===== config.mk =====
export PLATFORM = sky130hd
export DESIGN_NAME = siso_frame_ctrl
export DESIGN_NICKNAME = d
export VERILOG_FILES = /design/src/rtl/siso_pkg.sv /design/src/rtl/siso_bit_cnt.sv /design/src/rtl/siso_frame_ctrl.sv
export SDC_FILE = /design/constraint.sdc
export NUM_CORES = 1
export LEC_CHECK = 0
export ABC_CLOCK_PERIOD_IN_PS = 1800
export CORE_MARGIN = 2
export CORE_UTILIZATION = 45
export DETAILED_ROUTE_END_ITERATION = 6
export PLACE_DENSITY = 0.81
export SLEW_MARGIN = 10
export SYNTH_ARGS = -nofsm -noshare
export SYNTH_HDL_FRONTEND = slang
export SYNTH_HIERARCHICAL = 1
export SYNTH_SLANG_ARGS = --single-unit
export TNS_END_PERCENT = 100

===== constraint.sdc =====
create_clock -name clk -period 1.8 [get_ports clk]
set_input_delay 0.45 -clock clk [delete_from_list [all_inputs] [get_ports clk]]
set_output_delay 0.45 -clock clk [all_outputs]
set_load 0.1 [all_outputs]

===== src/rtl/siso_pkg.sv =====
// rtl/siso_pkg.sv - shared types and default sizes for the siso frame controller
package siso_pkg;

  typedef enum logic [1:0] {IDLE, SHIFT, FLUSH, DONE} siso_state_e;

  localparam int DEF_DATA_W   = 8;
  localparam int DEF_SR_DEPTH = 4;

endpackage


===== src/rtl/siso_bit_cnt.sv =====
// rtl/siso_bit_cnt.sv - clear/enable up-counter with terminal-count compare
module siso_bit_cnt #(
  parameter int W = 4
) (
  input  logic         clk,
  input  logic         rst,
  input  logic         clear,
  input  logic         en,
  input  logic [W-1:0] term,
  output logic [W-1:0] cnt,
  output logic         at_term
);

  always_ff @(posedge clk) begin
    if (!rst)       cnt <= '0;
    else if (clear) cnt <= '0;
    else if (en)    cnt <= cnt + 1'b1;
  end

  assign at_term = (cnt == term);

endmodule


===== src/rtl/siso_frame_ctrl.sv =====
// rtl/siso_frame_ctrl.sv - serializes a word through siso_left, flushes it, and rebuilds the returned word
module siso_frame_ctrl
  import siso_pkg::*;
#(
  parameter int DATA_W   = DEF_DATA_W,
  parameter int SR_DEPTH = DEF_SR_DEPTH
) (
  input  logic              clk,
  input  logic              rst,
  input  logic              in_vld,
  output logic              in_rdy,
  input  logic [DATA_W-1:0] in_data,
  input  logic              sr_hold,
  output logic              sr_enb,
  output logic              sr_inp,
  input  logic              sr_out,
  output logic              out_vld,
  input  logic              out_rdy,
  output logic [DATA_W-1:0] out_data,
  output logic              out_err,
  output logic              busy
);

  localparam int CW = $clog2(DATA_W + SR_DEPTH);
  localparam logic [CW-1:0] TERM_SHIFT = CW'(DATA_W - 1);
  localparam logic [CW-1:0] TERM_FLUSH = CW'(DATA_W + SR_DEPTH - 1);
  localparam logic [CW-1:0] CAP_START  = CW'(SR_DEPTH);

  siso_state_e       state;
  logic [DATA_W-1:0] tx, orig, rx;
  logic [CW-1:0]     cnt, term;
  logic              at_term, step, accept, cnt_en, capture;

  assign step    = (state == SHIFT || state == FLUSH) && !sr_hold;
  assign accept  = in_vld && in_rdy;
  assign capture = step && (cnt >= CAP_START);
  assign term    = (state == SHIFT) ? TERM_SHIFT : TERM_FLUSH;
  // Stop counting on the last flush step so the counter never wraps.
  assign cnt_en  = step && !(state == FLUSH && at_term);

  siso_bit_cnt #(.W(CW)) u_bit_cnt (
    .clk     (clk),
    .rst     (rst),
    .clear   (accept),
    .en      (cnt_en),
    .term    (term),
    .cnt     (cnt),
    .at_term (at_term)
  );

  always_ff @(posedge clk) begin
    if (!rst) begin
      state <= IDLE;
      tx    <= '0;
      orig  <= '0;
      rx    <= '0;
    end else begin
      if (capture) rx <= {rx[DATA_W-2:0], sr_out};
      case (state)
        IDLE: if (in_vld) begin
          tx    <= in_data;
          orig  <= in_data;
          rx    <= '0;
          state <= SHIFT;
        end
        SHIFT: if (step) begin
          tx <= tx << 1;
          if (at_term) state <= FLUSH;
        end
        FLUSH: if (step && at_term) state <= DONE;
        DONE:  if (out_rdy) state <= IDLE;
        default: state <= IDLE;
      endcase
    end
  end

  // Every visible output is forced low while reset is asserted.
  assign in_rdy   = rst && (state == IDLE);
  assign sr_enb   = rst && step;
  assign sr_inp   = rst && (state == SHIFT) && tx[DATA_W-1];
  assign out_vld  = rst && (state == DONE);
  assign out_data = rst ? rx : '0;
  assign out_err  = out_vld && (rx != orig);
  assign busy     = rst && (state != IDLE);

endmodule


==> impl_metrics.py, run 1 <==
metrics = {
    "run_status": {
        "outcome": "finished with violations",
        "violations": "negative setup slack",
    },
    "critical_path": {
        "cp-start-kind": "flip-flop",
        "crit_path_end_kind": "output pin",
        "critPathMaxFanout": 4,
        "path_class": "reg -> out",
        "cp_top_family": "flip-flops",
        "arrival_ns": 1.52,
        "crit_required_ns": 1.35,
        "cp_slowest_cell": "dfxtp_2",
        "worstPathCellList": "xor2_1 -> nor4_1 -> buf_4 -> a21boi_4 -> buf_12",
        "crit_buf_inv": 2,
        "cp_slowest_stage_delay_ns": 0.35,
    },
    "floorplan": {
        "rows": 21,
        "fp.dieW_um": 62.6,
        "coreArea_sq_um": 3310,
        "initial_core_util_pct": 46.6,
        "fp.dieArea_sq_um": 3920,
        "die_y_um": 62.6,
        "io_pins": 28,
    },
    "placed_design": {
        "hpwl_um": 2600,
        "io_buffers": 27,
        "post_dp_cell_area_sq_um": 2180,
        "globalplace.congestion": 0.822,
    },
    "route": {
        "viasPerCell": 5.13,
        "routedWlPerCell_um": 13.6,
        "routed-via-count": 1448,
        "drt_wl_total_um": 3850,
        "drc": 0,
        "drtPass1Iterations": 5,
        "ant_nets": 0,
        "drt_iter0_markers": 44,
    },
    "synthesis": {
        "yosys.area_share.adder_pct": 4.05,
        "synthMuxAreaShare_pct": 6.48,
        "synth_compound_area_share_pct": 16.8,
        "avgSynthCellArea_sq_um": 8.53,
        "synth_seq_cells": 30,
        "synth_cells": 181,
        "ys_types": 32,
        "yosysSeqAreaShare_pct": 38.9,
        "synth-edff-count": 0,
        "synth_xor_area_share_pct": 7.37,
        "yosys_most_used_dff": "dfxtp_1",
        "synthArstFlopShare_pct": 0,
        "synthesis.area_sq_um": 1540,
        "ys_warn_count": 6,
        "synthSimpleGateAreaFrac_pct": 21.6,
        "synth_top_family_by_area": "simple AND/OR/NAND/NOR gates",
    },
    "sta": {
        "fin_tns_setup_ns": -0.405,
        "skew_ns": 0.00557,
        "fmax_mhz": 508,
        "grt_setup_unrepaired": "true",
        "max_slew.worst_pin.slew_ns": 0.502,
        "period_minus_slack_ns": 1.97,
        "final-setup-viol-count": 5,
        "setup_ws_ns": -0.170,
        "hold_violations": 0,
        "fin_crit_sh_pct": 109,
        "slew_violations": 0,
        "slew_headroom_pct": 66.4,
    },
    "clock_network": {
        "path_clk_slew_ns": 0.10,
        "cts_tree": "yes",
        "cts.hold.buffers_added": 0,
        "numClockSinks": 30,
        "clk_latency_ns": 0.34,
        "cts_made_buffers": 5,
        "cts-root-buf": "clkbuf_4",
        "h-tree-depth": 2,
        "cts_buffer_depth": 2,
    },
    "final_layout": {
        "syn2layout_area_growth_pct": 60.1,
        "nFillCells": 220,
        "multiInputGateArea_sq_um": 1060,
        "seqCellArea_sq_um": 614,
        "nets": 254,
        "drive_above_1_share_pct": 41.5,
        "fin_area_sq_um": 2470,
        "antenna_cells": 0,
    },
    "pwr": {
        "peakVddDrop_mv": 1.15,
        "power.total_mw": 3.40,
        "leakagePower_nw": 0.991,
        "p_per_area_nw_per_um2": 1370,
    },
    "grt": {
        "antenna_found_initial": 0,
        "grt_pass1_wl_um": 6250,
        "grt.overflow.total": 0,
        "first_global_vias": 1446,
        "grt_util_all_layers_pct": 20.1,
        "grt_max_degree": 17,
    },
    "job": {
        "cap_violations": 0,
    },
    "min_path": {
        "hold_path.class": "reg -> reg",
    },
}
==> state kept, by name (all words and copies together), names as in the netlist <==
signal / count
orig: 8
rx: 8
state: 2
tx: 8
u_bit_cnt/cnt: 4
==> final timing paths <==
check / start / endpoint / slack, ns / cells past startpoint
worst max-delay path: rx[1] / out_err / -0.17 / 5
worst min-delay path: orig[1] / orig[1] / 0.47 / 2
worst max register to register: state[1] / state[0] / -0.03 / 9
worst min register to register: orig[1] / orig[1] / 0.47 / 2
==> worst reg2reg max path: stages (launching register included) <==
cell	delay, ns
dfxtp_2	0.37
inv_4	0.05
ha_4	0.17
buf_6	0.12
xor2_2	0.15
nor4_4	0.24
and3b_2	0.24
o221ai_4	0.13
nor3_2	0.20
a211oi_2	0.05
==> layout by cell type (no fill, tap or decap), drive strengths merged <==
| master | count |
|---|---|
| nor3 | 1 |
| o21ai | 9 |
| nand3 | 10 |
| and2 | 9 |
| nand4 | 1 |
| nor2 | 15 |
| inv | 5 |
| xnor2 | 1 |
| dlygate4sd2 | 1 |
| a21bo | 1 |
| and3b | 1 |
| a211oi | 8 |
| nand2 | 19 |
| and3 | 2 |
| buf | 42 |
| dfxtp | 30 |
| nor4 | 3 |
| a21oi | 20 |
| nand3b | 2 |
| ha | 5 |
| or3b | 1 |
| clkbuf | 6 |
| o221ai | 1 |
| xor2 | 12 |
| conb | 2 |
| a21boi | 1 |
| nand2b | 4 |
| mux2i | 10 |
| clkinvlp | 1 |
| clkdlybuf4s50 | 12 |
| clkinv | 1 |
==> report_power, final <==
group | internal [mW] | switching [mW]
clock | 0.187 | 0.250
sequential | 0.822 | 0.113
combinational | 0.961 | 1.07
==> Yosys cell counts, types with 2 or more instances <==
master / n / area share [%]
dfxtp_1: 30 / 39
a21oi_1: 19 / 6.2
nand2_1: 19 / 4.6
nor2_1: 15 / 3.6
xor2_1: 12 / 6.8
mux2i_1: 10 / 6.5
nand3_1: 10 / 3.2
and2_1: 9 / 3.6
o21ai_0: 9 / 2.9
a211oi_1: 6 / 2.9
ha_1: 5 / 4.1
inv_1: 5 / 1.2
nand2b_1: 4 / 1.6
clkbuf_1: 3 / 0.73
nor4_1: 3 / 1.2
a211oi_2: 2 / 1.6
and3_1: 2 / 0.81
buf_2: 2 / 0.65
buf_4: 2 / 0.97
nand3b_1: 2 / 0.97
==> logic make-up (layout without fill, tap and decap cells) <==
logic type                 count (synthesis)  count (layout)
adders and majority gates                  5               5
and+or+nand+nor                           68              68
muxes                                     10              10
DFF                                       30              30
AOI/OAI and AO/OA                         40              40
buffers and inverters                     14              68
other                                      1               2
xor gates and xnor gates                  13              13
==> what timing repair did <==
item / CTS / global route
endpoints found under the setup margin: 21 / 23
resized for setup: 19 / 22
pin swaps: 4 / 12
setup buffers: 5 / 8
==> routing by layer <==
metal	wire length, um	vias up	GRT usage (%)
met1	1680	682	22.1
met5	0	-	0
met2	1960	28	35.3
met3	136	8	5.95
li1	-	730	-
met4	73	0	9.44
==> through the flow <==
stage | worst slack [ns] | util, % | cells | hold WS, ns
floorplan | -0.347 | - | 182 | 0.445
global placement | -0.202 | 65.8 | 263 | 0.457
detailed placement | -0.216 | 65.8 | 263 | 0.461
CTS | -0.167 | 70.6 | 276 | 0.468
global route | -0.255 | 74.7 | 282 | 0.495
finish | -0.170 | 74.7 | 282 | 0.468
==> final cells by class <==
class / count / share of cell area, %
Clock buffer: 6 / 2.07
Sequential cell: 30 / 24.8
Inverter: 5 / 1.06
Tap cell: 46 / 2.33
Timing Repair Buffer: 55 / 26.3
Clock inverter: 2 / 0.506
Multi-Input combinational cell: 138 / 42.9
(Power assumes the default switching activity.)
==> run 2, diff against run 1 <==
- CELL_PAD_IN_SITES_DETAIL_PLACEMENT: default -> 0
- CELL_PAD_IN_SITES_GLOBAL_PLACEMENT: default -> 1
- CORE_UTILIZATION: 45 -> 35
- MAX_ROUTING_LAYER: default -> met4
- PLACE_DENSITY: 0.81 -> 0.83
==> run 2 against run 1 <==
- the flow still finishes with violations (negative setup slack)
- clock-buffer cell count is the same
- register-to-register slack gained 0.04 ns
- non-clock buffer count grew 1
- hold slack lost 0.0077 ns
- clock power grew 29%
==> impl_metrics.py, run 2 (synthesis gave the netlist of run 1 again) <==
metrics = {
    "critical_path": {
        "crit_required_ns": 1.35,
        "path_class": "reg -> out",
        "cp_slowest_cell": "dfxtp_4",
        "worstPathCellList": "buf_6 -> ha_4 -> inv_4 -> nor2_4 -> a21boi_4 -> buf_12",
        "arrival_ns": 1.44,
        "crit_path_end_kind": "output pin",
        "cp-start-kind": "flip-flop",
        "cp_slowest_stage_delay_ns": 0.38,
        "critPathMaxFanout": 3,
        "cp_top_family": "flip-flops",
        "crit_buf_inv": 3,
    },
    "sta": {
        "fmax_mhz": 529,
        "fin_crit_sh_pct": 105,
        "skew_ns": 0.00350,
        "max_slew.worst_pin.slew_ns": 0.507,
        "period_minus_slack_ns": 1.89,
        "hold_violations": 0,
        "fin_tns_setup_ns": -0.175,
        "slew_headroom_pct": 66.1,
        "final-setup-viol-count": 3,
        "grt_setup_unrepaired": "true",
        "setup_ws_ns": -0.0920,
        "slew_violations": 0,
    },
    "run_status": {
        "violations": "negative setup slack",
        "outcome": "finished with violations",
    },
    "clock_network": {
        "clk_latency_ns": 0.28,
        "cts-root-buf": "clkbuf_8",
        "path_clk_slew_ns": 0.07,
        "cts.hold.buffers_added": 0,
        "cts_made_buffers": 5,
        "h-tree-depth": 2,
        "cts_buffer_depth": 2,
        "cts_tree": "yes",
        "numClockSinks": 30,
    },
    "final_layout": {
        "nets": 255,
        "reg_top3": "orig (8), rx (8), tx (8)",
        "nFillCells": 371,
        "seqCellArea_sq_um": 611,
        "fin_area_sq_um": 2480,
        "syn2layout_area_growth_pct": 60.5,
        "antenna_cells": 0,
        "drive_above_1_share_pct": 39.2,
        "layout_common_cells": "24 x dfxtp_1, 24 x buf_4, 19 x nand2_1",
        "multiInputGateArea_sq_um": 1030,
    },
    "grt": {
        "grt_util_all_layers_pct": 16.4,
        "first_global_vias": 1359,
        "grt_pass1_wl_um": 6290,
        "grt.overflow.total": 0,
        "grt_max_degree": 17,
        "antenna_found_initial": 0,
    },
    "route": {
        "viasPerCell": 4.94,
        "routedWlPerCell_um": 12.5,
        "drt_iter0_markers": 78,
        "drt_wl_total_um": 3620,
        "routed-via-count": 1428,
        "drtPass1Iterations": 4,
        "ant_nets": 0,
        "drc": 0,
    },
    "pwr": {
        "seqPwrFrac_pct": 27.5,
        "p_per_area_nw_per_um2": 1360,
        "swShare_pct": 39.9,
        "intPower_mw": 2.03,
        "clock_power_share_pct": 16.8,
        "peakVddDrop_mv": 0.711,
        "leakagePower_nw": 1.00,
        "comb_power_share_pct": 55.7,
        "switchingPower_mw": 1.35,
    },
    "placed_design": {
        "hpwl_um": 2670,
        "globalplace.congestion": 0.720,
        "place_ws_ns": -0.219,
        "post_dp_cell_area_sq_um": 2220,
        "io_buffers": 27,
    },
    "min_path": {
        "hold_path.class": "reg -> reg",
    },
    "job": {
        "cap_violations": 0,
    },
    "floorplan": {
        "initial_core_util_pct": 36.0,
        "fp.dieArea_sq_um": 4960,
        "die_y_um": 70.4,
        "rows": 24,
        "io_pins": 28,
        "coreArea_sq_um": 4290,
        "fp.dieW_um": 70.4,
    },
}
## run 2: cell types whose count changed in the layout (fill, tap and decap cells not counted), sizes merged
cell,before,now
buf,42,43
## run 2: final cells by class
class	instances	share of cell area, %
inverters	5	0.959
clock inverters	2	0.505
multi-input cells	138	41.4
repair buffers	56	26.6
clock buffers	6	3.33
flip-flops and latches	30	24.6
well taps	52	2.62
## run 2: stage by stage
| step | cells | power [mW] | util, % | hold slack (ns) |
|---|---|---|---|---|
| 6_report | 289 | 3.38 | 57.7 | 0.460 |
| 2_1_floorplan | 182 | 2.04 | - | 0.445 |
| 3_3_place_gp | 273 | 2.50 | 51.6 | 0.457 |
| 3_5_place_dp | 273 | 2.53 | 51.6 | 0.463 |
| 5_1_grt | 289 | 3.62 | 57.7 | 0.470 |
| 4_1_cts | 285 | 3.28 | 55.8 | 0.467 |
## run 2: power groups by stage
stage / clock (mW) / sequential, mW / combinational [mW]
after floorplan: 0 / 0.914 / 1.13
after global placement: 0 / 0.913 / 1.58
after detailed placement: 0 / 0.922 / 1.61
after CTS: 0.585 / 0.920 / 1.77
after global routing: 0.621 / 0.952 / 2.04
final: 0.567 / 0.929 / 1.88
## run 2: per-layer routing
| layer | vias to the layer above | part of all wire (%) | global-route usage [%] | wire (um) |
|---|---|---|---|---|
| li1 | 727 | - | - | - |
| met1 | 663 | 46 | 20.1 | 1650 |
| met2 | 33 | 49 | 26.1 | 1790 |
| met3 | 5 | 3.6 | 3.90 | 132 |
| met4 | 0 | 1.3 | 6.41 | 48 |
| met5 | - | 0 | - | 0 |
## run 2: worst paths after layout
kind	start	cells past startpoint	endpoint	slack, ns
max	state[0]	6	out_err	-0.09
min	orig[7]	2	orig[7]	0.46
max reg2reg	state[1]	9	state[0]	0.01
min reg2reg	orig[7]	2	orig[7]	0.46
## run 2: tightest hold or removal path, cell delays in order (launching register included)
cell and delay, ns:
dfxtp_2 0.32, nand2_1 0.05, a21oi_1 0.05
## run 2: timing repair
action | in CTS | in global routing
pin swaps | 5 | 6
gates resized for setup | 16 | 12
endpoints found under the setup margin | 15 | 12
setup buffers | 4 | 4
